===== src/rtl/cdc_pkg.sv =====
// cdc_pkg
// Shared types and constants for the clock-domain-crossing handshake arbiter.
//   state_t    : handshake FSM state encoding (IDLE, REQ_HI, ACK_WAIT_LO)
//   XFER_CNT_W : width of the completed-transfer counter
package cdc_pkg;

  typedef enum logic [1:0] {
    IDLE        = 2'd0,
    REQ_HI      = 2'd1,
    ACK_WAIT_LO = 2'd2
  } state_t;

  localparam int XFER_CNT_W = 16;

endpackage


===== src/rtl/cdc_rr_arbiter.sv =====
// cdc_rr_arbiter
// Combinational round-robin selector. The search starts one position after
// the last winner and wraps, so the last winner has the lowest priority.
// Ports:
//   req        in  NUM_REQ         request vector
//   last_grant in  $clog2(NUM_REQ) index of the previous winner
//   grant      out NUM_REQ         one-hot winner (all zero when no request)
//   grant_idx  out $clog2(NUM_REQ) index of the winner (last_grant when idle)
module cdc_rr_arbiter #(
  parameter int NUM_REQ = 4
) (
  input  logic [NUM_REQ-1:0]         req,
  input  logic [$clog2(NUM_REQ)-1:0] last_grant,
  output logic [NUM_REQ-1:0]         grant,
  output logic [$clog2(NUM_REQ)-1:0] grant_idx
);

  localparam int IDX_W = $clog2(NUM_REQ);

  logic [IDX_W-1:0] cand;
  logic             found;

  always_comb begin
    grant     = '0;
    grant_idx = last_grant;
    found     = 1'b0;
    cand      = '0;
    // Offsets 1..NUM_REQ visit every requester once, ending at last_grant.
    for (int k = 1; k <= NUM_REQ; k++) begin
      cand = IDX_W'((int'(last_grant) + k) % NUM_REQ);
      if (!found && req[cand]) begin
        found       = 1'b1;
        grant[cand] = 1'b1;
        grant_idx   = cand;
      end
    end
  end

endmodule


===== src/rtl/cdc_hs_arbiter.sv =====
// cdc_hs_arbiter
// Arbitrates NUM_REQ source requesters onto a single 4-phase req/ack link
// toward another clock domain. The acknowledge is synchronized before use.
// Ports:
//   clock        in  1                single clock, rising edge
//   srst         in  1                synchronous active-high reset
//   in_valid     in  NUM_REQ          per-requester valid
//   in_data      in  NUM_REQ*DATA_W   payloads, requester i at [i*DATA_W +: DATA_W]
//   in_ready     out NUM_REQ          one-hot, one-cycle acceptance pulse
//   tx_req       out 1                4-phase request
//   tx_data      out DATA_W           payload held for the destination
//   tx_ack_async in  1                4-phase acknowledge (asynchronous)
//   busy         out 1                FSM not in IDLE
//   grant_id     out $clog2(NUM_REQ)  index of the last accepted requester
//   err_clr      in  1                clears timeout_err
//   timeout_err  out 1                sticky phase-timeout flag
//   xfer_cnt     out 16               completed transfers (wraps)
//   state_dbg    out state_t          current FSM state
//
// Source-side handshake: a requester raises in_valid with its payload and
// holds both until it sees in_ready[i] high for one cycle; that cycle is the
// transfer. Dropping in_valid before in_ready simply withdraws the request.
// in_valid is only looked at while the FSM is IDLE.
module cdc_hs_arbiter
  import cdc_pkg::*;
#(
  parameter int NUM_REQ = 4,    // 2..8
  parameter int DATA_W  = 8,
  parameter int STAGES  = 2,    // >= 2
  parameter int TIMEOUT = 1023  // >= 1
) (
  input  logic                          clock,
  input  logic                          srst,
  input  logic [NUM_REQ-1:0]            in_valid,
  input  logic [NUM_REQ*DATA_W-1:0]     in_data,
  output logic [NUM_REQ-1:0]            in_ready,
  output logic                          tx_req,
  output logic [DATA_W-1:0]             tx_data,
  input  logic                          tx_ack_async,
  output logic                          busy,
  output logic [$clog2(NUM_REQ)-1:0]    grant_id,
  input  logic                          err_clr,
  output logic                          timeout_err,
  output logic [XFER_CNT_W-1:0]         xfer_cnt,
  output state_t                        state_dbg
);

  localparam int IDX_W = $clog2(NUM_REQ);
  localparam int TMR_W = $clog2(TIMEOUT + 1);
  localparam logic [TMR_W-1:0] TMR_MAX  = TMR_W'(TIMEOUT);
  // The timer reaches TIMEOUT on the edge where it leaves TIMEOUT-1.
  localparam logic [TMR_W-1:0] TMR_FIRE = TMR_W'(TIMEOUT - 1);

  state_t                  state;
  logic [STAGES-1:0]       ack_sync;
  logic                    ack_s;
  logic [TMR_W-1:0]        timer;
  logic [XFER_CNT_W-1:0]   xfer_cnt_q;
  logic [NUM_REQ-1:0]      arb_grant;
  logic [IDX_W-1:0]        arb_idx;
  logic [DATA_W-1:0]       pick_data;
  logic                    in_wait;
  logic                    tmo_event;

  // Ack synchronizer; only the last stage is used anywhere.
  always_ff @(posedge clock) begin
    if (srst) ack_sync <= '0;
    else      ack_sync <= {ack_sync[STAGES-2:0], tx_ack_async};
  end
  assign ack_s = ack_sync[STAGES-1];

  cdc_rr_arbiter #(.NUM_REQ(NUM_REQ)) u_rr (
    .req        (in_valid),
    .last_grant (grant_id),
    .grant      (arb_grant),
    .grant_idx  (arb_idx)
  );

  assign pick_data = in_data[int'(arb_idx) * DATA_W +: DATA_W];
  assign in_wait   = (state == REQ_HI) || (state == ACK_WAIT_LO);
  assign tmo_event = in_wait && (timer == TMR_FIRE);

  always_ff @(posedge clock) begin
    if (srst) begin
      state       <= IDLE;
      in_ready    <= '0;
      tx_req      <= 1'b0;
      tx_data     <= '0;
      grant_id    <= IDX_W'(NUM_REQ - 1);
      timer       <= '0;
      timeout_err <= 1'b0;
      xfer_cnt_q  <= '0;
    end else begin
      in_ready <= '0;
      // tx_req follows the state one cycle late: it rises the cycle after
      // the in_ready pulse and falls the cycle after leaving REQ_HI.
      tx_req   <= (state == REQ_HI);

      // Set beats clear when both happen together.
      if (tmo_event)    timeout_err <= 1'b1;
      else if (err_clr) timeout_err <= 1'b0;

      if (in_wait && (timer != TMR_MAX)) timer <= timer + 1'b1;

      case (state)
        IDLE: begin
          // A stale ack still high from a previous link state holds off grants.
          if (!ack_s && (|in_valid)) begin
            in_ready <= arb_grant;
            tx_data  <= pick_data;
            grant_id <= arb_idx;
            timer    <= '0;
            state    <= REQ_HI;
          end
        end
        REQ_HI: begin
          if (ack_s) begin
            timer <= '0;
            state <= ACK_WAIT_LO;
          end
        end
        ACK_WAIT_LO: begin
          if (!ack_s) begin
            xfer_cnt_q <= xfer_cnt_q + 1'b1;
            state      <= IDLE;
          end
        end
        default: state <= IDLE;
      endcase
    end
  end

  assign busy      = (state != IDLE);
  assign xfer_cnt  = xfer_cnt_q;
  assign state_dbg = state;

endmodule


===== config.mk =====
export PLATFORM = sky130hd
export DESIGN_NAME = cdc_hs_arbiter
export DESIGN_NICKNAME = d
export VERILOG_FILES = /design/src/rtl/cdc_pkg.sv /design/src/rtl/cdc_rr_arbiter.sv /design/src/rtl/cdc_hs_arbiter.sv
export SDC_FILE = /design/constraint.sdc
export NUM_CORES = 1
export LEC_CHECK = 0
export ABC_AREA = 1
export CAP_MARGIN = 10
export CORE_ASPECT_RATIO = 0.8
export CORE_MARGIN = 2
export CORE_UTILIZATION = 30
export CTS_CLUSTER_DIAMETER = 100
export CTS_CLUSTER_SIZE = 40
export DETAILED_ROUTE_END_ITERATION = 8
export PLACE_DENSITY = 0.5
export SYNTH_ARGS = -nofsm -noshare
export SYNTH_HDL_FRONTEND = slang
export SYNTH_HIERARCHICAL = 1
export SYNTH_SLANG_ARGS = --single-unit
export TNS_END_PERCENT = 30

===== constraint.sdc =====
create_clock -name clock -period 3.46 [get_ports clock]
set_clock_uncertainty 0.1 [all_clocks]
set_input_delay 1.038 -clock clock [delete_from_list [all_inputs] [get_ports clock]]
set_output_delay 1.038 -clock clock [all_outputs]
set_load 0.05 [all_outputs]

== Yosys cells after proc, flatten, opt, wreduce, memory -nomap -nowiden ==
Index checks and enable logic that the tools add are counted.

* Bits in registers: 46
* Bits of input ports: 40
* Output and inout port bits: 35
* Logic and storage cells: 97

* $add $sub $neg: 6
* Magnitude comparators: 8
* Eq/ne operators: 7
* Shift operators: 1
* Mux-type cells: 37
* Bitwise gates (word level): 6
* Reduce and logical (&&, ||, !) cells: 23

{| class="wikitable"
|+ Operators with widths
! cell !! count
|-
| $shiftx A32 B6 Y8 || 1
|-
| $mux W10 || 3
|-
| $pmux W10 S2 || 1
|-
| $add A16 B1 Y16 const B || 1
|-
| $mux W4 || 4
|-
| $mux W2 || 7
|-
| $mux W1 || 13
|-
| $lt A2 B3 Y1 const B || 4
|-
| $or A4 B4 Y4 || 3
|-
| $add A10 B1 Y10 const B || 1
|-
| $eq A10 B10 Y1 const B || 1
|-
| $logic_and A1 B1 Y1 || 10
|-
| $ne A10 B10 Y1 const B || 1
|-
| $bmux W1 S2 || 4
|-
| $demux W1 S2 || 4
|-
| $ge A2 B1 Y1 const B || 4
|-
| $ne A2 B2 Y1 const B || 3
|-
| $pmux W2 S3 || 1
|-
| $add A2 B1 Y2 const B || 2
|-
| $add A2 B2 Y2 const B || 2
|-
| $logic_not A1 Y1 || 4
|-
| $reduce_and A2 Y1 || 2
|-
| $reduce_bool A2 Y1 || 2
|-
| $reduce_or A4 Y1 || 1
|-
| 7 further kinds || 9
|}

== Depth between registers and ports, before layout ==
* Depth after elaboration: 14
* Depth in mapped cells: 18
* Mapped depth without buffers: 16

== Cells and area by module ==
The synthesis kept the hierarchy.

{| class="wikitable"
|+ Modules (own cells, without submodules)
! module !! times used !! cells an instance !! area an instance (sq um) !! sequential area each (sq um)
|-
| cdc_hs_arbiter || 1 || 365 || 2407.3 || 920.9
|-
| cdc_rr_arbiter || 1 || 87 || 559.3 || 0.0
|}

== Least setup slack after synthesis ==
Ideal clock, no wire load.

* Path kind: reg2reg
* Start point: register grant_id[1]
* End point: register tx_data[6]
* Setup time: 118 ps
* Arrival: 2739 ps
* Required time: 3242 ps
* Slack: 504 ps
* Cell stages (with the launch flop): 17
* Buffers on the path: 2
* Period minus slack after synthesis: 2956 ps
* Cell sequence: dfxtp_1 -> inv_1 -> ha_1 -> inv_1 -> nand3_1 -> nand2_1 -> inv_2 -> nand3_2 -> o21ai_0 -> nand2_1 -> buf_2 -> inv_2 -> buf_4 -> o21ai_0 -> o22ai_1 -> nor2_1 -> nor2_1

* Word-level cells in the longest chain between the ends: 14
* Elaborated cells on any way between the ends: 26
* Classes of those cells: 4 x add/sub; 1 x shift; 15 x mux; 6 x reduce/logical

{| class="wikitable"
|+ Ends and longest elaborated chain
! what !! RTL line !! RTL
|-
| start, declared || cdc_hs_arbiter.sv:41 || <nowiki>output logic [$clog2(NUM_REQ)-1:0] grant_id,</nowiki>
|-
| start signal, assigned || cdc_hs_arbiter.sv:89 || <nowiki>grant_id <= IDX_W'(NUM_REQ - 1);</nowiki>
|-
| start signal, assigned || cdc_hs_arbiter.sv:111 || <nowiki>grant_id <= arb_idx;</nowiki>
|-
| $add A2 B1 Y2 || cdc_rr_arbiter.sv:30 || <nowiki>cand = IDX_W'((int'(last_grant) + k) % NUM_REQ);</nowiki>
|-
| $bmux W1 S2 || cdc_rr_arbiter.sv:31 || <nowiki>if (!found && req[cand]) begin</nowiki>
|-
| $mux W1 (implied by the code) || cdc_rr_arbiter.sv:31 ||
|-
| $mux W1 || cdc_rr_arbiter.sv:31 ||
|-
| $logic_not A1 Y1 || cdc_rr_arbiter.sv:31 ||
|-
| $logic_and A1 B1 Y1 || cdc_rr_arbiter.sv:31 ||
|-
| $mux W1 || cdc_rr_arbiter.sv:31 ||
|-
| $logic_not A1 Y1 || cdc_rr_arbiter.sv:31 ||
|-
| $logic_and A1 B1 Y1 || cdc_rr_arbiter.sv:31 ||
|-
| $mux W1 || cdc_rr_arbiter.sv:31 ||
|-
| $logic_not A1 Y1 || cdc_rr_arbiter.sv:31 ||
|-
| $logic_and A1 B1 Y1 || cdc_rr_arbiter.sv:31 ||
|-
| $mux W2 * || cdc_rr_arbiter.sv:31 ||
|-
| via arb_idx[0] || cdc_hs_arbiter.sv:60 || <nowiki>logic [IDX_W-1:0] arb_idx;</nowiki>
|-
| $shiftx A32 B6 Y8 * || cdc_hs_arbiter.sv:79 || <nowiki>assign pick_data = in_data[int'(arb_idx) * DATA_W +: DATA_W];</nowiki>
|-
| end signal, assigned || cdc_hs_arbiter.sv:110 || <nowiki>tx_data <= pick_data;</nowiki>
|-
| end, declared || cdc_hs_arbiter.sv:38 || <nowiki>output logic [DATA_W-1:0] tx_data,</nowiki>
|}

The timed path passes the listed nets; every way through them passes the cells marked *. The select of a mux whose other input is x is not followed.
A chain may end at the register's enable or synchronous reset.

== Worst setup path in the final report ==
* Start point: register state[0], in the netlist state_dbg[0]
* End point: output port busy

* Word-level cells in the longest chain between the ends: 1

{| class="wikitable"
|+ Ends and longest elaborated chain
! what !! RTL line !! RTL
|-
| start, declared || cdc_hs_arbiter.sv:54 || <nowiki>state_t state;</nowiki>
|-
| start signal, assigned || cdc_hs_arbiter.sv:85 || <nowiki>state <= IDLE;</nowiki>
|-
| start signal, assigned || cdc_hs_arbiter.sv:113 || <nowiki>state <= REQ_HI;</nowiki>
|-
| start signal, assigned || cdc_hs_arbiter.sv:119 || <nowiki>state <= ACK_WAIT_LO;</nowiki>
|-
| $reduce_bool A2 Y1 || cdc_hs_arbiter.sv:133 || <nowiki>assign busy = (state != IDLE);</nowiki>
|-
| end, declared || cdc_hs_arbiter.sv:40 || <nowiki>output logic busy,</nowiki>
|}

No other way between the ends.

==> impl_summary.txt <==
----------------------------------------------------
[Die]
  Die boundary height ... 92.95 um
  Core footprint ... 9649 um^2
  Die ar. ... 10710 um^2
  Chip Width ... 115.2 um
  Initial cell density of the core ... 0.3074
  Std-Cell Rows ... 32
  I/O Pins ... 75

[Clock tree]
  Clk sinks ... 46
  Hold-fix buffers at CTS ... 0
  Maximum buffer depth of the clock tree ... 2
  Post-CTS Resized ... 0
  CTS clk-pin slew, worst paths ... 0.07 ns
  Total clock buffers created by CTS ... 5
  Post-CTS setup buffers ... 0
  TritonCTS clock tree ... built
  Maximum level of the CTS H-tree ... 2
  Clk_lat worst skew ... 0.29 ns
  Cell chosen for the clock root ... sky130_fd_sc_hd__clkbuf_16

[Run status]
  Outcome ... finished clean

[STA]
  Slew Viols, Final ... 0
  Unrepaired setup endpoints after global routing ... no
  Number of endpoints failing setup at the final stage ... 0
  Sum of negative setup slack ... 0 ns
  Portion of the clock cycle consumed by the worst path in the final layout ... 0.8782
  Hold Slack ... 0.3117 ns
  Clock period minus worst slack ... 3.039 ns
  Worst slew margin ... 0.6418
  Worst slew pin tran ... 0.5356 ns
  Count of final hold-check violations ... 0
  Fmax achieved ... 329.1 MHz

[Pwr]
  Static power due to leakage ... 1.705 nW
  Peak VDD IR ... 0.4064 mV
  Power density over the cells ... 896.5 nW/um^2
  Power Total ... 3.615 mW

[Logic synthesis]
  Synth top area share ... 0.3104
  Proportion of synthesized chip area in sequential cells ... 0.3104
  Syn_nets ... 506
  Synthesized cell area ... 2967 um^2
  Cell type with the largest total area after synthesis ... sky130_fd_sc_hd__dfxtp_1
  Number of warning messages in the yosys log ... 6
  Most area-consuming cells after synthesis ... sky130_fd_sc_hd__dfxtp_1 (31%), sky130_fd_sc_hd__nand2_1 (13%), sky130_fd_sc_hd__nor2_1 (12%)
  Synthesized instance count ... 452
  Number of different library cells in the post-synthesis netlist ... 37
  Mean instance size in the synthesized netlist ... 6.563 um^2
  Number of synthesized register bits ... 46

[Global routing]
  Initial antenna violation count ... 0
  Total routing usage reported by global routing ... 0.1477
  Pin count of the biggest net entering global routing ... 18
  Global-route wire length before repair ... 12.67 mm
  Total congestion overflow ... 0
  Number of global-route vias before repair ... 2697

[Critical path]
  Launching element type of the critical path ... flop
  Setup Crit Path Kind ... reg -> out
  Arrival time at the worst endpoint ... 1.90 ns
  Logic depth of the worst register-to-register path ... 15
  Highest-delay cell along the critical path ... sky130_fd_sc_hd__clkdlybuf4s50_1
  Critical path endpoint category ... output port
  Delay of the slowest cell on the worst path ... 0.80 ns
  Maximum fanout count along the critical path ... 4
  Critical path required time ... 2.32 ns
  Critical Path, Cell by Cell ... inv_1 -> ha_1 -> inv_2 -> clkdlybuf4s50_1

[Final layout]
  Final non-filler cell area ... 4033 um^2
  Number of diodes ... 0
  Net count reported at finish ... 584
  Core occupancy in the finished layout ... 0.4179
  Post-synthesis to final-layout area growth ... 35.93%
  Share of post-route cells with drive strength above 1 ... 0.09793

[Placement]
  Global placement routability congestion ... 0.7577
  DP HPWL ... 5.777 mm
  Number of buffers added on ports ... 74
  Placement Cell Area ... 3862 um^2

[Route]
  DRT iter0 DRCs ... 123
  Routed length per placed instance ... 11.36 um
  Final routed DRC violation total ... 0
  Via count ... 2985
  Routed via count divided by cell count ... 4.475
  First-pass iteration count of the detailed router ... 4
  Total wirelength of the detailed-routed design ... 7.575 mm
  Residual antenna-violating net count after detailed routing ... 0

[Job]
  Max Cap Violations ... 0

[Min path]
  Kind of path behind the tightest hold check ... reg -> reg
  Worst hold stages ... 2

----------------------------------------------------
==> state kept, by name, indices dropped and copies added, names as in the netlist <==
signal,count
ack_sync,2
grant_id,2
in_ready,4
state_dbg,2
timeout_err,1
timer,10
tx_data,8
tx_req,1
xfer_cnt,16
==> synth_stat cells, drive strengths merged <==
cell,n
buf,7
dfxtp,46
and2,2
nand4,7
o21bai,1
nor2,99
a21oi,11
and3,1
inv,55
o21a,1
nand3,35
o211ai,3
a21boi,4
xor2,5
o21ai,36
nand2,117
clkbuf,2
o22ai,5
ha,14
clkinv,1
==> critical path, delay by kind of cell, from the launching register on <==
| kind | cells | cell delay, ns |
|---|---|---|
| fa+ha+maj | 1 | 0.25 |
| flops | 1 | 0.36 |
| buf+inv | 3 | 0.99 |
==> metrics by stage <==
step,worst slack [ns],cells
2_1_floorplan,0.5036,452
3_3_place_gp,0.3330,659
3_5_place_dp,0.2655,659
4_1_cts,0.3858,667
5_1_grt,0.3328,667
6_report,0.4214,667
==> placed cells by master (no fill, tap or decap), types with 2 or more instances in the layout <==
| master | count |
|---|---|
| sky130_fd_sc_hd__a21boi_0 | 4 |
| sky130_fd_sc_hd__a21oi_1 | 11 |
| sky130_fd_sc_hd__buf_4 | 6 |
| sky130_fd_sc_hd__clkbuf_16 | 5 |
| sky130_fd_sc_hd__clkdlybuf4s50_1 | 74 |
| sky130_fd_sc_hd__clkinvlp_4 | 2 |
| sky130_fd_sc_hd__dfxtp_1 | 46 |
| sky130_fd_sc_hd__ha_1 | 14 |
| sky130_fd_sc_hd__inv_1 | 44 |
| sky130_fd_sc_hd__inv_2 | 9 |
| sky130_fd_sc_hd__nand2_1 | 105 |
| sky130_fd_sc_hd__nand2_2 | 8 |
| sky130_fd_sc_hd__nand2_4 | 2 |
| sky130_fd_sc_hd__nand2_8 | 2 |
| sky130_fd_sc_hd__nand3_1 | 31 |
| sky130_fd_sc_hd__nand3_2 | 3 |
| sky130_fd_sc_hd__nand4_1 | 7 |
| sky130_fd_sc_hd__nor2_1 | 91 |
| sky130_fd_sc_hd__nor2_2 | 2 |
| sky130_fd_sc_hd__nor2_4 | 5 |
| sky130_fd_sc_hd__o211ai_1 | 3 |
| sky130_fd_sc_hd__o21ai_0 | 32 |
| sky130_fd_sc_hd__o21ai_1 | 3 |
| sky130_fd_sc_hd__o22ai_1 | 5 |
| sky130_fd_sc_hd__xor2_1 | 4 |
==> final timing paths <==
kind,from,end,slack [ns]
min reg2reg,ack_sync[0],ack_sync[1],0.31
max,state_dbg[0],busy,0.42
max reg2reg,grant_id[0],tx_data[1],0.91
min,ack_sync[0],ack_sync[1],0.31
==> per-layer routing <==
metal | vias to the layer above | GRT usage | wire length (um)
met5 | - | 0 | 0
met1 | 1315 | 0.2132 | 3915
met3 | 9 | 0.04254 | 502
li1 | 1585 | - | -
met2 | 76 | 0.2108 | 3055
met4 | 0 | 0.04317 | 102
==> cell families (layout without fill, tap and decap cells) <==
| logic type | count (synthesis) | count (layout) | synth area share |
|---|---|---|---|
| DFF | 46 | 46 | 0.3104 |
| AOI/OAI and AO/OA | 61 | 61 | 0.1139 |
| adders and majority gates | 14 | 14 | 0.05905 |
| and+or+nand+nor | 261 | 261 | 0.4057 |
| buffers and inverters | 65 | 144 | 0.09363 |
| xor gates and xnor gates | 5 | 5 | 0.01729 |
==> area by class of cell <==
class / instances / area [um^2]
fill: 1031 / 5617
multi-input combinational: 341 / 1768
sequential: 46 / 920.9
tap: 136 / 170.2
inverter: 56 / 217.7
clock buffer: 5 / 125.1
timing repair buffer: 80 / 785.8
clock inverter: 3 / 45.04
==> report_power, final <==
part | total [mW] | internal (mW) | switching, mW
sequential | 0.769 | 0.661 | 0.108
clock | 0.557 | 0.341 | 0.216
combinational | 2.29 | 0.784 | 1.51
Power figures use the tool's default switching activity.
